**config.mk**
```make
export PLATFORM = sky130hd
export DESIGN_NAME = intersection_scheduler
export DESIGN_NICKNAME = d
export VERILOG_FILES = /design/src/rtl/traffic_pkg.sv /design/src/rtl/tick_gen.sv /design/src/rtl/intersection_scheduler.sv
export SDC_FILE = /design/constraint.sdc
export NUM_CORES = 1
export LEC_CHECK = 0
export BUFFER_PORTS_ARGS = -buffer_cell sky130_fd_sc_hd__buf_2
export CAP_MARGIN = 10
export CORE_ASPECT_RATIO = 0.6
export CORE_MARGIN = 1
export CORE_UTILIZATION = 45
export CTS_CLUSTER_DIAMETER = 100
export DETAILED_ROUTE_END_ITERATION = 10
export PLACE_DENSITY = 0.67
export SLEW_MARGIN = 10
export SYNTH_ARGS = -nofsm -noshare
export SYNTH_HDL_FRONTEND = slang
export SYNTH_SLANG_ARGS = --single-unit
```
**constraint.sdc**
```tcl
create_clock -name clk -period 2.5 [get_ports clk]
set_input_delay 0.375 -clock clk [delete_from_list [all_inputs] [get_ports clk]]
set_output_delay 0.375 -clock clk [all_outputs]
set_load 0.01 [all_outputs]
```
**src/rtl/traffic_pkg.sv**
```systemverilog
// -----------------------------------------------------------------------------
// traffic_pkg
// Shared definitions for the intersection scheduler: the phase enumeration
// (its 3-bit encoding is exported on the `phase` output) and the default
// phase durations.
// -----------------------------------------------------------------------------
package traffic_pkg;

    typedef enum logic [2:0] {
        NS_G  = 3'd0,
        NS_Y  = 3'd1,
        RED_A = 3'd2,
        EW_G  = 3'd3,
        EW_Y  = 3'd4,
        RED_B = 3'd5,
        PED   = 3'd6
    } phase_e;

    // Default durations; all phase durations are in ticks.
    localparam int DEF_TICK_DIV  = 20;
    localparam int DEF_MIN_GREEN = 5;
    localparam int DEF_MAX_GREEN = 10;
    localparam int DEF_YELLOW    = 2;
    localparam int DEF_ALL_RED   = 1;
    localparam int DEF_WALK      = 4;

endpackage : traffic_pkg

```
**src/rtl/tick_gen.sv**
```systemverilog
// -----------------------------------------------------------------------------
// tick_gen
// Free-running prescaler producing a one-cycle tick every TICK_DIV clocks.
//
// Ports:
//   clk   in  system clock, rising edge
//   rst_n in  asynchronous active-low reset
//   tick  out high for the single cycle in which the counter is TICK_DIV-1
// -----------------------------------------------------------------------------
module tick_gen #(
    parameter int TICK_DIV = 20
) (
    input  logic clk,
    input  logic rst_n,
    output logic tick
);

    localparam int CW = $clog2(TICK_DIV);
    localparam logic [CW-1:0] L_LAST = CW'(TICK_DIV - 1);

    logic [CW-1:0] r_cnt;

    // NOTE: sequential state is updated with non-blocking assignments so every
    // flop samples pre-edge values regardless of process ordering.
    always_ff @(posedge clk or negedge rst_n) begin
        if (!rst_n) begin
            r_cnt <= '0;
        end else if (r_cnt == L_LAST) begin
            r_cnt <= '0;
        end else begin
            r_cnt <= r_cnt + 1'b1;
        end
    end

    // Decoded from the count, so the tick is low while reset holds r_cnt at 0.
    assign tick = (r_cnt == L_LAST);

endmodule : tick_gen

```
**src/rtl/intersection_scheduler.sv**
```systemverilog
// -----------------------------------------------------------------------------
// intersection_scheduler
// Demand-driven phase controller for a two-road intersection with a
// pedestrian crossing. Greens honour minimum/maximum dwell against
// conflicting demand; a walk phase is inserted after all-red clearance when
// a pedestrian request is pending.
//
// Ports:
//   clk              in  system clock, rising edge
//   rst_n            in  asynchronous active-low reset
//   ns_req, ew_req   in  vehicle sensors (level)
//   ped_btn          in  pedestrian button (level or pulse)
//   ns_g/ns_y/ns_r   out NS lamps, one-hot
//   ew_g/ew_y/ew_r   out EW lamps, one-hot
//   walk             out pedestrian walk lamp
//   tick_o           out internal tick, one-cycle pulse
//   phase            out current phase encoding (traffic_pkg::phase_e)
// -----------------------------------------------------------------------------
module intersection_scheduler
    import traffic_pkg::*;
#(
    parameter int TICK_DIV  = DEF_TICK_DIV,
    parameter int MIN_GREEN = DEF_MIN_GREEN,
    parameter int MAX_GREEN = DEF_MAX_GREEN,
    parameter int YELLOW    = DEF_YELLOW,
    parameter int ALL_RED   = DEF_ALL_RED,
    parameter int WALK      = DEF_WALK
) (
    input  logic       clk,
    input  logic       rst_n,
    input  logic       ns_req,
    input  logic       ew_req,
    input  logic       ped_btn,
    output logic       ns_g,
    output logic       ns_y,
    output logic       ns_r,
    output logic       ew_g,
    output logic       ew_y,
    output logic       ew_r,
    output logic       walk,
    output logic       tick_o,
    output logic [2:0] phase
);

    // The dwell counter is sized for MAX_GREEN and shared by every phase, so
    // no duration may exceed it.
    if (MIN_GREEN > MAX_GREEN || YELLOW > MAX_GREEN ||
        ALL_RED > MAX_GREEN || WALK > MAX_GREEN) begin : g_bad_duration
        $error("intersection_scheduler: every duration must be <= MAX_GREEN");
    end
    if (TICK_DIV < 2 || MIN_GREEN < 1 || YELLOW < 1 ||
        ALL_RED < 1 || WALK < 1) begin : g_bad_param
        $error("intersection_scheduler: TICK_DIV >= 2 and durations >= 1 required");
    end

    localparam int NW = $clog2(MAX_GREEN + 1);
    typedef logic [NW-1:0] dwell_t;

    localparam dwell_t L_MIN  = dwell_t'(MIN_GREEN);
    localparam dwell_t L_MAX  = dwell_t'(MAX_GREEN);
    localparam dwell_t L_YEL  = dwell_t'(YELLOW);
    localparam dwell_t L_AR   = dwell_t'(ALL_RED);
    localparam dwell_t L_WALK = dwell_t'(WALK);

    phase_e r_state;
    phase_e w_next_state;
    dwell_t r_n;
    dwell_t w_n_inc;
    logic   r_ped_pend;
    logic   r_next_ew;
    logic   w_tick;
    logic   w_ped_demand;
    logic   w_enter_ped;

    tick_gen #(
        .TICK_DIV (TICK_DIV)
    ) u_tick_gen (
        .clk   (clk),
        .rst_n (rst_n),
        .tick  (w_tick)
    );

    // Decisions use the dwell value after this tick's increment.
    assign w_n_inc = (r_n == L_MAX) ? r_n : r_n + 1'b1;

    // A press on the decision cycle itself counts before it reaches the latch.
    assign w_ped_demand = r_ped_pend | ped_btn;

    assign w_enter_ped = (w_next_state == PED) && (r_state != PED);

    // NOTE: every always_comb output is given a default first, so no path
    // leaves a signal unassigned and no latch is inferred.
    always_comb begin
        w_next_state = r_state;
        ns_g = 1'b0;
        ns_y = 1'b0;
        ns_r = 1'b0;
        ew_g = 1'b0;
        ew_y = 1'b0;
        ew_r = 1'b0;
        walk = 1'b0;

        if (w_tick) begin
            case (r_state)
                NS_G: begin
                    if ((ew_req || w_ped_demand) &&
                        ((w_n_inc >= L_MIN && !ns_req) || w_n_inc >= L_MAX)) begin
                        w_next_state = NS_Y;
                    end
                end
                NS_Y: begin
                    if (w_n_inc >= L_YEL) w_next_state = RED_A;
                end
                RED_A: begin
                    if (w_n_inc >= L_AR) w_next_state = w_ped_demand ? PED : EW_G;
                end
                EW_G: begin
                    if ((ns_req || w_ped_demand) &&
                        ((w_n_inc >= L_MIN && !ew_req) || w_n_inc >= L_MAX)) begin
                        w_next_state = EW_Y;
                    end
                end
                EW_Y: begin
                    if (w_n_inc >= L_YEL) w_next_state = RED_B;
                end
                RED_B: begin
                    if (w_n_inc >= L_AR) w_next_state = w_ped_demand ? PED : NS_G;
                end
                PED: begin
                    if (w_n_inc >= L_WALK) w_next_state = r_next_ew ? EW_G : NS_G;
                end
                default: w_next_state = NS_G;
            endcase
        end

        // Moore lamp decode from the registered phase.
        case (r_state)
            NS_G:    begin ns_g = 1'b1; ew_r = 1'b1; end
            NS_Y:    begin ns_y = 1'b1; ew_r = 1'b1; end
            EW_G:    begin ew_g = 1'b1; ns_r = 1'b1; end
            EW_Y:    begin ew_y = 1'b1; ns_r = 1'b1; end
            PED:     begin ns_r = 1'b1; ew_r = 1'b1; walk = 1'b1; end
            default: begin ns_r = 1'b1; ew_r = 1'b1; end
        endcase
    end

    always_ff @(posedge clk or negedge rst_n) begin
        if (!rst_n) begin
            r_state <= NS_G;
        end else begin
            r_state <= w_next_state;
        end
    end

    // Dwell counter: cleared on every phase change, otherwise counts ticks
    // and saturates at MAX_GREEN.
    always_ff @(posedge clk or negedge rst_n) begin
        if (!rst_n) begin
            r_n <= '0;
        end else if (w_next_state != r_state) begin
            r_n <= '0;
        end else if (w_tick) begin
            r_n <= w_n_inc;
        end
    end

    // Pedestrian latch: entering PED serves the request, and presses while
    // walking are ignored. next_ew remembers which green follows the walk.
    always_ff @(posedge clk or negedge rst_n) begin
        if (!rst_n) begin
            r_ped_pend <= 1'b0;
            r_next_ew  <= 1'b1;
        end else begin
            if (w_enter_ped) begin
                r_ped_pend <= 1'b0;
            end else if (ped_btn && r_state != PED) begin
                r_ped_pend <= 1'b1;
            end

            if (w_enter_ped) begin
                r_next_ew <= (r_state == RED_A);
            end
        end
    end

    assign tick_o = w_tick;
    assign phase  = r_state;

endmodule : intersection_scheduler
```
==> impl_metrics.yaml <==
yosys:
  synth_most_common_cell: "nand2_1"
  syn_area_um2: 1200
  synthTopCellsByArea: "dfrtp_1 27%, nand2_1 5.6%, a21oi_1 4.2%"
  yosysSeqAreaShare: 0.293
  ys_top_cells_by_count: "18 x nand2_1, 13 x dfrtp_1, 10 x a21oi_1"
  netlist.top_cell.by_area: "dfrtp_1"
  synth_nets: 154
  syn_avg_cell_area_um2: 8.28
  yosys.cell_types.count: 53
  ys_ff_latch: 14
  synth_edf_count: 0
  syn_inst: 145
  async_flop_share: 1.00
  synth_warnings: 0
  synth_top_area_frac: 0.271
  synthFlopType: "dfrtp_1"
clock_network:
  cts_buffer_depth: 2
  cts.sinks: 14
  clk_pin_slew_ns: 0.05
  clk_latency_ns: 0.25
  cts_max_level: 1
  cts_buffers: 3
  cts_tree: "built"
  clockRootBuffer: "clkbuf_8"
timing:
  hold_slack_ns: 0.00901
  fin_ws_ns: -0.0239
  worstMarginPinSlew_ns: 0.452
  slew_viol_final: 0
  hold_viol_final: 0
  max_freq_mhz: 396
  fin_crit_sh: 1.01
  max-slew-margin-rel: 0.697
  layout_min_cycle_time_ns: 2.52
  finalSetupTns_ns: -0.0239
  skew_ns: 0.00110
  setup_viol: 1
  rsz0062_at_grt: "true"
placement:
  placed_cells: 202
  dpl.hpwl_um: 2550
  dpl_cell_area_um2: 1430
  port_buffers: 15
  gp_congestion: 0.853
pwr:
  p_leak_nw: 0.655
  total_power_mw: 0.457
  powerDensity_nw_per_um2: 288
  peakVddDrop_v: 0.000315
routing:
  ant_nets: 0
  drc: 0
  wl_um: 3350
  vias_per_cell: 5.91
  wl_per_cell_um: 15.9
  dr.pass1.iters: 4
  vias: 1248
  drt_iter0_drc: 67
cells_and_area:
  fin_nets: 189
  syn2layout_area_growth_pct: 32.0
  final_cells: 211
  drive_gt1_frac: 0.385
  antennaDiodeCount: 0
  final_area_um2: 1590
job:
  cap_viol_max_count: 0
worst_setup_path:
  crit_type: "flip-flop to flip-flop"
  worst_setup_path_end_kind: "flip-flop"
  crit_fanout: 5
  start_kind: "flip-flop"
  r2r-end: "r_n[0]"
  cp.required_ns: 2.67
  arrival_ns: 2.70
  reg2reg_depth: 9
  r2r_slack_ns: -0.02
  r2r-start: "r_n[1]"
global_route:
  grt_pass1_vias: 1124
  gr-total-overflow: 0
  grtUsageMet1: 0.415
  met3_usage: 0.0435
  grt_usage: 0.252
  grt_max_degree: 16
  grt_use_met2: 0.347
  grt_pass1_wl_um: 5390
  grt-busiest-layer: "met1"
  antenna_found_initial: 0
die:
  pin_count: 16
  die_x_um: 68.7
  die_h_um: 42.0
  rows: 14
  core_area_um2: 2520
  start_util: 0.476
  die_area_um2: 2890
worst_hold_path:
  hold_path_class: "input port to async pin"
run_status:
  status: "complete, but fails checks"
  violations: "setup timing"
[placed cells by master, fill, tap and decap left out, types with 3 or more instances in the layout]
cell | Yosys | routed
nand2_1 | 18 | 18
and2_1 | 3 | 3
nand2b_1 | 3 | 3
a21oi_1 | 10 | 8
clkbuf_8 | 0 | 4
dfrtp_1 | 13 | 11
nor2_1 | 8 | 8
or2_2 | 3 | 3
o31ai_1 | 4 | 4
buf_2 | 1 | 15
a21o_1 | 3 | 3
or3_1 | 3 | 3
buf_4 | 4 | 22
nand3_1 | 7 | 7
inv_1 | 8 | 6
o21ai_0 | 5 | 4
[routing by layer]
layer / share of wire / up-vias
met5: 0 / -
met4: 0.0057 / 0
met3: 0.068 / 2
met2: 0.43 / 42
met1: 0.49 / 600
li1: - / 604
[logic make-up (layout without fill, tap and decap cells)]
logic type / Yosys count / in the layout / synth area share
compound gates: 46 / 46 / 0.292
xor+xnor: 2 / 2 / 0.0146
mux: 3 / 3 / 0.0260
flops: 14 / 14 / 0.293
buf+inv: 15 / 49 / 0.0604
simple gates: 61 / 61 / 0.273
fa+ha+maj: 4 / 4 / 0.0417
[area by class of cell]
cell class | count | area [µm²]
inverters | 8 | 30.0
repair buffers | 37 | 240
well taps | 32 | 40.0
multi-input cells | 116 | 866
fillers | 240 | 937
clock buffers | 4 | 55.1
flip-flops and latches | 14 | 354
[critical path, stage by stage (launching register included)]
cell and delay, ns:
dfrtp_2 0.45, inv_2 0.10, ha_4 0.22, or4b_4 0.56
o211a_4 0.18, nor4_4 0.22, o21bai_1 0.16, o211ai_2 0.16
or3_1 0.34, o21ai_2 0.06
[flip-flops by register name, indices dropped and copies added, names as in the netlist]
register          flops
r_n                   4
phase                 3
u_tick_gen.r_cnt      5
r_ped_pend            1
r_next_ew             1
[repair_timing]
item | in CTS | in global routing
gates cloned | 0 | 0
gates resized for setup | 7 | 8
setup buffers | 1 | 4
pin swaps | 2 | 4
endpoints found under the setup margin | 2 | 5
hold buffers | 0 | 0
[worst max path at each step]
stage / from / end / slack, ns / cells past startpoint
final: r_n[1] / r_n[0] / -0.02 / 9
after global routing: r_n[1] / r_n[0] / -0.13 / 9
after CTS: r_n[0] / r_n[0] / 0.003 / 9
after detailed placement: r_n[0] / r_next_ew / -0.08 / 11
after global placement: r_n[0] / r_next_ew / -0.02 / 9
after floorplan: r_n[0] / r_next_ew / 0.008 / 10
[where the power goes]
group             switching [mW]  internal [mW]
clock network             0.0786          0.140
logic                    0.00863        0.00361
registers      0.000000000000808          0.227
total                     0.0872          0.370
[through the flow]
stage	utilization	setup slack [ns]
3_3_place_gp	0.565	-0.0234
6_report	0.628	-0.0239
4_1_cts	0.601	0.00336
3_5_place_dp	0.565	-0.0782
5_1_grt	0.628	-0.128
2_1_floorplan	-	0.00815
Note: power is estimated with default switching activity, not from simulation.
